File: config.mk
export PLATFORM = sky130hd
export DESIGN_NAME = gemm_c_readback
export DESIGN_NICKNAME = d
export VERILOG_FILES = /design/src/rtl/gemm_c_readback.sv
export SDC_FILE = /design/constraint.sdc
export NUM_CORES = 1
export LEC_CHECK = 0
export BUFFER_PORTS_ARGS = -buffer_cell sky130_fd_sc_hd__clkbuf_2
export CAP_MARGIN = 30
export CELL_PAD_IN_SITES_DETAIL_PLACEMENT = 0
export CELL_PAD_IN_SITES_GLOBAL_PLACEMENT = 1
export CORE_MARGIN = 1
export CORE_UTILIZATION = 39
export DETAILED_ROUTE_END_ITERATION = 7
export PLACE_DENSITY_LB_ADDON = 0.1
export RECOVER_POWER = 100
export SLEW_MARGIN = 20
export SYNTH_ARGS = -nofsm -noshare
export SYNTH_HDL_FRONTEND = slang
export SYNTH_SLANG_ARGS = --single-unit
File: constraint.sdc
create_clock -name clk_i -period 4.6 [get_ports clk_i]
set_input_delay 0.46 -clock clk_i [delete_from_list [all_inputs] [get_ports clk_i]]
set_output_delay 0.46 -clock clk_i [all_outputs]
set_load 0.01 [all_outputs]
File: src/rtl/gemm_c_readback.sv
// gemm_c_readback: drains the M x N result matrix from the C SRAM in
// row-major order and streams it out over a valid/ready interface.
// A two-entry output FIFO and a credit check keep issue from ever
// overrunning the sink, so data is never dropped under backpressure.
// Optional feature macro: READBACK_CHECKSUM_EN adds a running sum of every
// transferred word on checksum_o; without it checksum_o is tied to zero.
module gemm_c_readback #(
    parameter int OutDataWidth  = 32,
    parameter int AddrWidth     = 12,
    parameter int SizeAddrWidth = 8
) (
    input  logic                     clk_i,
    input  logic                     rst_ni,
    input  logic                     start_i,
    input  logic [SizeAddrWidth-1:0] M_size_i,
    input  logic [SizeAddrWidth-1:0] N_size_i,
    input  logic [AddrWidth-1:0]     base_addr_i,
    output logic [AddrWidth-1:0]     sram_c_addr_o,
    input  logic [OutDataWidth-1:0]  sram_c_rdata_i,
    output logic [OutDataWidth-1:0]  out_data_o,
    output logic                     out_valid_o,
    input  logic                     out_ready_i,
    output logic                     out_last_o,
    output logic                     busy_o,
    output logic                     done_o,
    output logic [OutDataWidth-1:0]  checksum_o
);

    localparam int IdxWidth = 2 * SizeAddrWidth;
    localparam logic [IdxWidth-1:0] IdxOne = IdxWidth'(1);

    typedef enum logic [1:0] {
        ST_IDLE  = 2'd0,
        ST_READ  = 2'd1,
        ST_DRAIN = 2'd2,
        ST_DONE  = 2'd3
    } state_t;

    state_t                  state_r;
    state_t                  state_next_s;

    // Job parameters latched at start, plus the running element index.
    logic [IdxWidth-1:0]     total_r;
    logic [IdxWidth-1:0]     idx_r;
    logic [AddrWidth-1:0]    base_r;
    logic [AddrWidth-1:0]    addr_r;

    // One read may be in flight; its data lands in the FIFO next cycle.
    logic                    inflight_r;
    logic                    inflight_last_r;

    // FIFO: the head entry drives the output ports directly, the spare
    // entry absorbs the word that arrives while the head is stalled.
    logic [OutDataWidth-1:0] head_data_r;
    logic                    head_valid_r;
    logic                    head_last_r;
    logic [OutDataWidth-1:0] spare_data_r;
    logic                    spare_valid_r;
    logic                    spare_last_r;

    logic                    busy_r;
    logic                    done_r;

    logic                    start_go_s;
    logic                    size_zero_s;
    logic                    pop_s;
    logic                    push_s;
    logic [1:0]              occ_s;
    logic [1:0]              occ_next_s;
    logic                    credit_ok_s;
    logic                    issue_s;
    logic                    is_last_idx_s;

    // Handshake, credit and issue decisions for the current cycle.
    always_comb begin
        start_go_s    = 1'b0;
        size_zero_s   = 1'b0;
        pop_s         = 1'b0;
        push_s        = 1'b0;
        occ_s         = 2'd0;
        occ_next_s    = 2'd0;
        credit_ok_s   = 1'b0;
        issue_s       = 1'b0;
        is_last_idx_s = 1'b0;

        start_go_s  = (state_r == ST_IDLE) && start_i;
        size_zero_s = (M_size_i == {SizeAddrWidth{1'b0}}) ||
                      (N_size_i == {SizeAddrWidth{1'b0}});
        pop_s       = head_valid_r && out_ready_i;
        push_s      = inflight_r;
        occ_s       = {1'b0, head_valid_r} + {1'b0, spare_valid_r};
        // Occupancy after this cycle; equals occupancy + in-flight - pop,
        // which is also the quantity the credit rule limits.
        occ_next_s  = occ_s + {1'b0, push_s} - {1'b0, pop_s};
        credit_ok_s = (occ_next_s < 2'd2);
        if (state_r == ST_READ) begin
            issue_s = credit_ok_s;
        end else begin
            issue_s = 1'b0;
        end
        is_last_idx_s = (idx_r == (total_r - IdxOne));
    end

    // Next-state selection for the readback sequencer.
    always_comb begin
        state_next_s = state_r;
        case (state_r)
            ST_IDLE: begin
                if (start_i) begin
                    if (size_zero_s) begin
                        state_next_s = ST_DONE;
                    end else begin
                        state_next_s = ST_READ;
                    end
                end else begin
                    state_next_s = ST_IDLE;
                end
            end
            ST_READ: begin
                if (issue_s && is_last_idx_s) begin
                    state_next_s = ST_DRAIN;
                end else begin
                    state_next_s = ST_READ;
                end
            end
            ST_DRAIN: begin
                // Nothing is issued here, so an empty FIFO after this
                // cycle also means nothing is left in flight.
                if (occ_next_s == 2'd0) begin
                    state_next_s = ST_DONE;
                end else begin
                    state_next_s = ST_DRAIN;
                end
            end
            ST_DONE: begin
                state_next_s = ST_IDLE;
            end
            default: begin
                state_next_s = ST_IDLE;
            end
        endcase
    end

    // State register plus registered busy/done status flags.
    always_ff @(posedge clk_i) begin
        if (!rst_ni) begin
            state_r <= ST_IDLE;
            busy_r  <= 1'b0;
            done_r  <= 1'b0;
        end else begin
            state_r <= state_next_s;
            busy_r  <= (state_next_s != ST_IDLE);
            done_r  <= (state_next_s == ST_DONE);
        end
    end

    // Job capture, element index and SRAM read address generation.
    always_ff @(posedge clk_i) begin
        if (!rst_ni) begin
            total_r         <= {IdxWidth{1'b0}};
            idx_r           <= {IdxWidth{1'b0}};
            base_r          <= {AddrWidth{1'b0}};
            addr_r          <= {AddrWidth{1'b0}};
            inflight_r      <= 1'b0;
            inflight_last_r <= 1'b0;
        end else begin
            inflight_r      <= issue_s;
            inflight_last_r <= issue_s && is_last_idx_s;
            if (start_go_s) begin
                total_r <= IdxWidth'(M_size_i) * IdxWidth'(N_size_i);
                idx_r   <= {IdxWidth{1'b0}};
                base_r  <= base_addr_i;
                // The first address is presented in the cycle right after
                // start so the first read can issue immediately.
                addr_r  <= base_addr_i;
            end else if (issue_s && !is_last_idx_s) begin
                idx_r  <= idx_r + IdxOne;
                // Wraps modulo the address space past the top of memory.
                addr_r <= base_r + AddrWidth'(idx_r + IdxOne);
            end
        end
    end

    // Two-entry output FIFO; the head holds steady while the sink stalls.
    always_ff @(posedge clk_i) begin
        if (!rst_ni) begin
            head_data_r   <= {OutDataWidth{1'b0}};
            head_valid_r  <= 1'b0;
            head_last_r   <= 1'b0;
            spare_data_r  <= {OutDataWidth{1'b0}};
            spare_valid_r <= 1'b0;
            spare_last_r  <= 1'b0;
        end else if (!head_valid_r || pop_s) begin
            if (spare_valid_r) begin
                head_data_r   <= spare_data_r;
                head_last_r   <= spare_last_r;
                head_valid_r  <= 1'b1;
                spare_valid_r <= push_s;
                if (push_s) begin
                    spare_data_r <= sram_c_rdata_i;
                    spare_last_r <= inflight_last_r;
                end
            end else if (push_s) begin
                head_data_r  <= sram_c_rdata_i;
                head_last_r  <= inflight_last_r;
                head_valid_r <= 1'b1;
            end else begin
                head_valid_r <= 1'b0;
                head_last_r  <= 1'b0;
            end
        end else if (push_s) begin
            spare_data_r  <= sram_c_rdata_i;
            spare_last_r  <= inflight_last_r;
            spare_valid_r <= 1'b1;
        end
    end

`ifdef READBACK_CHECKSUM_EN
    logic [OutDataWidth-1:0] checksum_r;

    // Wrapping sum of transferred words, cleared on every accepted start.
    always_ff @(posedge clk_i) begin
        if (!rst_ni) begin
            checksum_r <= {OutDataWidth{1'b0}};
        end else if (start_go_s) begin
            checksum_r <= {OutDataWidth{1'b0}};
        end else if (pop_s) begin
            checksum_r <= checksum_r + head_data_r;
        end
    end

    assign checksum_o = checksum_r;
`else
    assign checksum_o = {OutDataWidth{1'b0}};
`endif

    assign sram_c_addr_o = addr_r;
    assign out_data_o    = head_data_r;
    assign out_valid_o   = head_valid_r;
    assign out_last_o    = head_last_r;
    assign busy_o        = busy_r;
    assign done_o        = done_r;

endmodule

Word level (Yosys, flattened, before mapping) --
Index checks and enable logic that the tools add are counted.
Operators by class: add/subtract/negate cells 6, $mul 1, divide/modulo/power cells 0, magnitude comparators 1, equality and inequality tests 6, shift-type cells 0, muxes and demuxes 23, bitwise operators 1, reductions and logical operators 18
Operator list (count):
- 32-bit 2-to-1 mux | 5
- 12-bit 2-to-1 mux | 2
- 16-bit by 1-bit adder with 16-bit output, second input constant | 1
- 16-bit == test | 1
- 8-bit logical NOT | 2
- 8-bit by 8-bit multiplier with 16-bit output | 1
- 16-bit by 1-bit subtractor with 16-bit output, second input constant | 1
- 12-bit adder | 1
- 1-bit 2-to-1 mux | 12
- 2-bit one-hot mux with 4 select lines | 1
- 2-bit nonzero test | 4
- 2-bit == test, second input constant | 3
- 2-bit 2-to-1 mux | 3
- 1-bit logical AND | 4
- 2-bit logical NOT | 2
- 1-bit by 1-bit adder with 2-bit output | 1
- 2-bit by 1-bit adder with 2-bit output | 1
- 2-bit by 1-bit == test with 1-bit output, second input constant | 1
- 1-bit logical NOT | 2
- 1-bit logical OR | 2
- 2-bit < comparator, second input constant | 1
- 2-bit inequality test, second input constant | 1
- 2-bit AND reduction | 1
- 2-bit OR reduction | 1
- other kinds (2) | 2
Word-level totals: bits in registers 130, bits in latches 0, RAM bits 0, ROM bits 0, input bits 64, output and inout port bits 80, word-level logic and storage cells 71, memories kept 0

Depth between registers and ports, before layout --
Gate-level depths: netlist (run 1).
word-level depth 9, mapped depth 16

Worst setup path before layout (run 1) --
Ideal clock, no wire load.
path type input to register, start point input port M_size_i[1], end point register total_r[15], setup time 0.120 ns, arrival 4.250 ns, data required time 4.480 ns, slack 0.230 ns, stages 14, buffers on the path 0, cells stage by stage and2_1 fa_1 fa_1 fa_1 inv_1 fa_1 inv_1 ha_1 or3_1 o21ai_0 a211oi_1 nor3_1 or4_1 nor3b_1
Between the ends: cells in the longest elaborated chain, start to end 1
Ends and longest elaborated chain:
- start: declaration | RTL line 15 | input logic [SizeAddrWidth-1:0] M_size_i,
- 8-bit by 8-bit multiplier with 16-bit output | RTL line 170 | total_r <= IdxWidth'(M_size_i) * IdxWidth'(N_size_i);
- end signal: assignment | RTL line 160 | total_r <= {IdxWidth{1'b0}};
- end signal: assignment | RTL line 170
- end: declaration | RTL line 43 | logic [IdxWidth-1:0] total_r;
Every way passes these cells. A chain may end at the register's enable or synchronous reset.

Worst setup path after layout (run 1) --
start point register total_r[1], end point register addr_r[11] (netlist: sram_c_addr_o[11])
Between the ends: cells in the longest elaborated chain, start to end 5
Ends and longest elaborated chain:
- 16-bit by 1-bit subtractor with 16-bit output | RTL line 101 | is_last_idx_s = (idx_r == (total_r - IdxOne));
- 16-bit == test | RTL line 101
- 1-bit logical NOT | RTL line 176 | end else if (issue_s && !is_last_idx_s) begin
- 1-bit logical AND | RTL line 176
- 2-bit nonzero test (no source line)
- end signal: assignment | RTL line 163 | addr_r <= {AddrWidth{1'b0}};
- end signal: assignment | RTL line 175 | addr_r <= base_addr_i;
- end signal: assignment | RTL line 179 | addr_r <= base_r + AddrWidth'(idx_r + IdxOne);
- end: declaration | RTL line 46 | logic [AddrWidth-1:0] addr_r;
Every way passes these cells.

==> run metrics, run 1 <==
Max VDD drop 267.6 uV; critical path cell sequence buf_4 -> inv_1 -> ha_1 -> or4b_1 -> or4_4 -> a2111oi_0 -> o2111ai_1 -> a2111oi_4 -> clkbuf_2 -> nor3_1 -> a221o_1; leakage power 4.544 nW; cells after synthesis 1060; Core ar. 22640 um2; CP Launch Type register; M1 WL 10.72 mm; Num CTS Buffers 17; height of the die 154.2 um; hold buffer count at CTS 0; residual DRC count 0; violated checks max-capacitance violations, max-slew violations; delay-heaviest family, CP compound AO/OA/AOI/OAI gates; CTS max path bufs 2; post-synth top area share 0.2882; Clock H-tree levels 4; crit share post-route 0.9466; vias per cell 5.133; top post-synthesis cells by area dfxtp_1 (29%), fa_1 (8.4%), nand2_1 (7.3%), ha_1 (6.9%), a21boi_0 (5.1%); DP HPWL 15.15 mm; Slowest-stage cell, CP clkbuf_2; met2 wire len 9.554 mm; Worst Tran Pin Value 2621 ps; largest net degree at the start of global routing 108; met3 WL 1.064 mm; crit-path max FO 44; pwr dens 374.9 nW/um2; num rows 55; share of cells above drive strength 1 0.1141; initial antenna violation count 1; total vias in the final route 7489; crit path time final 4354 ps; #FFs+latches synth 130; setup bufs post-CTS 0; Relative slew margins -0.7503; Non-Filler Instances 1459; DRT iter0 DRCs 355; I/O Buffers 111; clock transition at the registers of the reported paths 70 ps; clk_lat worst skew 420 ps; gr usage total 0.1883; FMAX 0.2296 GHz; Setup Skew 13.15 ps; Multi-input gate area 5817 um2; Util after Layout 0.4566; Tot Pwr 3.876 mW; DR WL/cell 14.73 um; Worst Path Buf+Inv 3; ys flop type dfxtp_1; die width 154.2 um; most frequent cells after synthesis nand2_1 (176), dfxtp_1 (130), inv_1 (64); Yosys top cell by area dfxtp_1; worst path arrival time 4660 ps; Post-CTS Resized 0; clk sinks 130; Max Cap Violations 1; register area share after synthesis 0.2882; fraction of registers with async set/reset 0; wirelength, routed 21.49 mm; Synth Cell Area 9029 um2; Syn Area/Cell 8.518 um2; Hold Vio Cnt, Final 0; setup repair after global routing missed its margin no; DR top layer met4; crit path kind reg2reg; crit end category register; number of synthesis warnings 0; number of flops mapped to enable cells by yosys 0; Placed Cells incl. Taps 1425; fin nets 1313; I/O pins 144; fin. max-slew vios 81; CTS tree yes; Design Area, Final 10340 um2; FILL cells 2313; Register Area 2604 um2; post-route ant nets 0; status finished with violations; first-pass GRT wire length 36.27 mm; Pre-antenna DRT Iters 4; CP Data Required Time 4910 ps; worst slack at placement -34.62 ps; GPL Wtd Cong 0.8117; die area 23760 um2; most numerous cell in the Yosys netlist nand2_1; vias in the first global route 7142; setup ws final 245.5 ps; Syn-to-layout area delta 14.51%; Final setup viols 0; starting density of the core 0.3988; Unique masters post-synth 59; diode count 0; DP Area 9834 um2; hold crit path type in2reg; Root Buffer clkbuf_16; CP peak stage delay 730 ps; grt ovf 0
-- cells in the final DEF (no fill, tap or decap), types with 16 or more instances in the layout --
cell	count
xnor2_1	26
a21boi_0	61
nor3_1	22
ha_1	50
o31ai_1	21
inv_1	64
fa_1	38
nand2_1	176
clkbuf_16	17
a21oi_1	27
nor2_1	27
clkbuf_2	62
clkbuf_1	57
conb_1	32
o211a_1	35
nand3_1	28
and2_1	55
o21ai_0	22
dfxtp_1	129
xor2_1	20
mux2i_1	33
buf_4	24
or4_1	16
-- per-stage QoR --
step	hold slack [ps]	TNS (ps)
after floorplan	441.2	0
after global placement	453.3	-49.85
after detailed placement	461.2	-34.62
after CTS	256.7	0
after global routing	274.1	0
final	281.2	0
-- per-layer routing --
layer,vias to the layer above,global-route usage
li1,3807,-
met1,3548,0.2561
met2,126,0.2959
met3,8,0.05383
met4,0,0.03810
met5,-,0
-- layout make-up --
class | count | share of cell area
inverters | 64 | 0.02324
clock inverters | 14 | 0.01392
multi-input cells | 803 | 0.5626
well taps | 285 | 0.03449
flip-flops and latches | 130 | 0.2518
clock buffers | 18 | 0.04151
repair buffers | 145 | 0.07237
-- worst paths after layout --
check,from,to,slack [ps],cells after the start
hold reg to reg,spare_data_r[4],spare_data_r[4],470,2
hold / removal,sram_c_rdata_i[26],spare_data_r[26],280,3
setup reg to reg,total_r[1],sram_c_addr_o[11],250,11
setup / recovery,total_r[1],sram_c_addr_o[11],250,11
-- kinds of logic after synthesis --
family	Yosys count	synth area share
buf+inv	158	0.08259
mux	33	0.03659
flops	130	0.2882
fa+ha+maj	88	0.1535
simple gates	391	0.2120
xor+xnor	46	0.04462
other cells	1	0.0004153
compound gates	213	0.1820
-- state kept, by name (all words and copies together) (netlist names), 2 cells and up --
register and cells:
out_data_o 32, spare_data_r 32, idx_r 16, total_r 16, base_r 12, sram_c_addr_o 12, state_r 2
-- where the power goes --
part	internal [mW]	total, mW	switching (mW)	leakage [nW]
logic	0.571	1.25	0.678	3.22
clock network	0.762	1.34	0.575	0.269
registers	1.20	1.29	0.0887	1.06
total	2.53	3.88	1.34	4.54
-- tightest hold or removal path, stage by stage --
cell      delay [ps]
clkbuf_2          90
nand2_1           40
a21boi_0          60
Note: power is estimated with default switching activity, not from simulation.
==> inputs of run 2 (changes only) <==
--- a/config.mk
+++ b/config.mk
@@ -5,12 +5,13 @@
 export SDC_FILE = /design/constraint.sdc
 export NUM_CORES = 1
 export LEC_CHECK = 0
+export ABC_AREA = 1
 export BUFFER_PORTS_ARGS = -buffer_cell sky130_fd_sc_hd__clkbuf_2
 export CAP_MARGIN = 30
 export CELL_PAD_IN_SITES_DETAIL_PLACEMENT = 0
 export CELL_PAD_IN_SITES_GLOBAL_PLACEMENT = 1
 export CORE_MARGIN = 1
-export CORE_UTILIZATION = 39
+export CORE_UTILIZATION = 37
 export DETAILED_ROUTE_END_ITERATION = 7
 export PLACE_DENSITY_LB_ADDON = 0.1
 export RECOVER_POWER = 100
==> run metrics, run 2 <==
Core ar. 23470 um2; crit-path max FO 4; RR Startpoint spare_valid_r; crit path time final 4097 ps; Hold Vio Cnt, Final 0; r2r endpoint out_data_o[22]; Tot Pwr 3.859 mW; setup repair after global routing missed its margin no; CTS max path bufs 2; register area share after synthesis 0.2945; total vias in the final route 7989; crit end category register; share of cells above drive strength 1 0.1019; CP Launch Type input port; wirelength, routed 22.90 mm; Non-Filler Instances 1693; residual DRC count 0; critical path cell sequence clkbuf_2 -> nand2_1 -> fa_1 -> fa_1 -> inv_1 -> fa_1 -> inv_1 -> fa_1 -> inv_1 -> ha_1 -> nand2_1 -> nor2_1 -> nor2_1 -> o21ai_0 -> nand2_1 -> o21ai_0 -> nor2_1 -> o21ai_0 -> inv_1; Relative slew margins -0.04444; most frequent cells in the layout nand2_1 (313), inv_1 (167), nor2_1 (135), dfxtp_1 (130), o21ai_0 (97); pwr dens 383.0 nW/um2; Switching Power 1.459 mW; Syn Area/Cell 6.948 um2; first-pass GRT wire length 38.72 mm; violated checks max-capacitance violations, max-slew violations; gr usage total 0.2000; Seq pwr share 0.329; Syn-to-layout area delta 14.02%; Setup Skew 12.02 ps; largest net degree at the start of global routing 73; cells after synthesis 1272; die area 24510 um2; worst reg2reg path depth 5; die width 156.5 um; Switching Fraction 0.3781; fin nets 1513; fraction of registers with async set/reset 0; top post-synthesis cells by area dfxtp_1 (29%), nand2_1 (13%), fa_1 (8.6%), ha_1 (7.1%), inv_1 (7.0%); most numerous cell in the Yosys netlist nand2_1; hold buffer count at CTS 0; vias per cell 4.719; Num CTS Buffers 17; initial antenna violation count 0; status finished with violations; Yosys top cell by area dfxtp_1; num rows 56; worst path arrival time 4410 ps; I/O Buffers 111; delay-heaviest family, CP adder cells; CP peak stage delay 570 ps; Synth Cell Area 8837 um2; starting density of the core 0.3765; Setup TNS 0 ps; Worst Path Buf+Inv 5; number of synthesis warnings 0; vias in the first global route 7819; hold_ws 265.5 ps; DP HPWL 16.95 mm; min-delay src sram_c_rdata_i[21]; most frequent cells after synthesis nand2_1 (312), inv_1 (164), nor2_1 (134); worst hold stages 3; FILL cells 2556; clock transition at the registers of the reported paths 70 ps; commonest non-fill, non-tap cell in the layout nand2_1; worst slack at placement 67.74 ps; FMAX 0.2441 GHz; number of flops mapped to enable cells by yosys 0; crit path kind in2reg; Unique masters post-synth 43; setup ws final 502.7 ps; fin. max-slew vios 40; Slowest-stage cell, CP fa_1; #FFs+latches synth 130; DRT iter0 DRCs 496; Pint 2.400 mW; hold crit path type in2reg; setup bufs post-CTS 0; Final setup viols 0; Post-CTS Resized 0; Clock power frac 0.351; diode count 0; DR WL/cell 13.52 um; WHS Endpoint spare_data_r[21]; CP Data Required Time 4910 ps; Placed Cells incl. Taps 1661; Pre-antenna DRT Iters 5; Combinational Power Share 0.320; clk_lat worst skew 430 ps; Root Buffer clkbuf_16; FF-to-FF setup slack 650 ps; GPL Wtd Cong 0.8192; Max VDD drop 221.7 uV; Clock H-tree levels 4; leakage power 5.141 nW; Max Cap Violations 1; height of the die 156.5 um; clk sinks 130; post-route ant nets 0; ys flop type dfxtp_1; CTS tree yes; Worst Tran Pin Value 1567 ps; crit share post-route 0.8907; post-synth top area share 0.2945; I/O pins 144; grt ovf 0
run 2: cell types whose count changed in the layout (fill, tap and decap cells not counted), moves of 55 or more:
cell,change
a21boi_0,-60
and2_1,-55
inv_1,+103
nand2_1,+137
nor2_1,+108
o21ai_0,+75
run 2: layer usage:
metal  global-route usage  part of all wire  vias to the layer above
met1               0.2709              0.50                     3678
met2               0.3206              0.44                      145
met4              0.05509            0.0091                        0
li1                     -                 -                     4153
met3              0.04182             0.052                       13
met5                    0                 0                        -
run 2: power groups by stage:
stage,Sequential [mW],Clock [mW],Combinational [mW]
finish,1.27,1.35,1.24
CTS,1.27,1.39,1.27
detailed placement,1.30,0,1.26
floorplan,1.29,0,0.970
global placement,1.30,0,1.26
global route,1.28,1.43,1.47
run 2: final cells by class:
cell class / instances / area [um2] / share of cell area
flip-flops and latches: 130 / 2603 / 0.2583
inverters: 172 / 645.6 / 0.06408
repair buffers: 131 / 634.4 / 0.06296
clock buffers: 17 / 425.4 / 0.04222
well taps: 319 / 399.1 / 0.03961
multi-input cells: 909 / 5206 / 0.5167
clock inverters: 15 / 162.7 / 0.01614
run 2: cell families (layout without fill, tap and decap cells):
| family | Yosys count | count (layout) | share of synthesized area |
|---|---|---|---|
| buffers and inverters | 264 | 335 | 0.1284 |
| DFF | 130 | 130 | 0.2945 |
| and+or+nand+nor | 547 | 547 | 0.2563 |
| AOI/OAI and AO/OA | 211 | 211 | 0.1328 |
| adders and majority gates | 88 | 88 | 0.1569 |
| xor gates and xnor gates | 31 | 31 | 0.03072 |
| other | 1 | 32 | 0.0004243 |
run 2: how the worst max path moves through the flow:
stage / startpoint / to / cells past startpoint
after global routing: N_size_i[3] / total_r[15] / 21
after CTS: N_size_i[3] / total_r[15] / 21
after floorplan: M_size_i[0] / total_r[14] / 19
final: M_size_i[0] / total_r[14] / 19
after detailed placement: N_size_i[3] / total_r[15] / 21
after global placement: M_size_i[0] / total_r[14] / 19
run 2: worst reg2reg max path, stage by stage, from the launching register on:
cell and delay (ps):
dfxtp_1 840, inv_1 830, a21oi_2 1460, buf_4 460
o21ai_0 110, a31oi_1 180
run 2: metrics by stage:
stage | util | area [um2]
after floorplan | - | 8954
after global placement | 0.4083 | 9584
after detailed placement | 0.4083 | 9584
after CTS | 0.4334 | 10170
after global routing | 0.4293 | 10080
final | 0.4293 | 10080
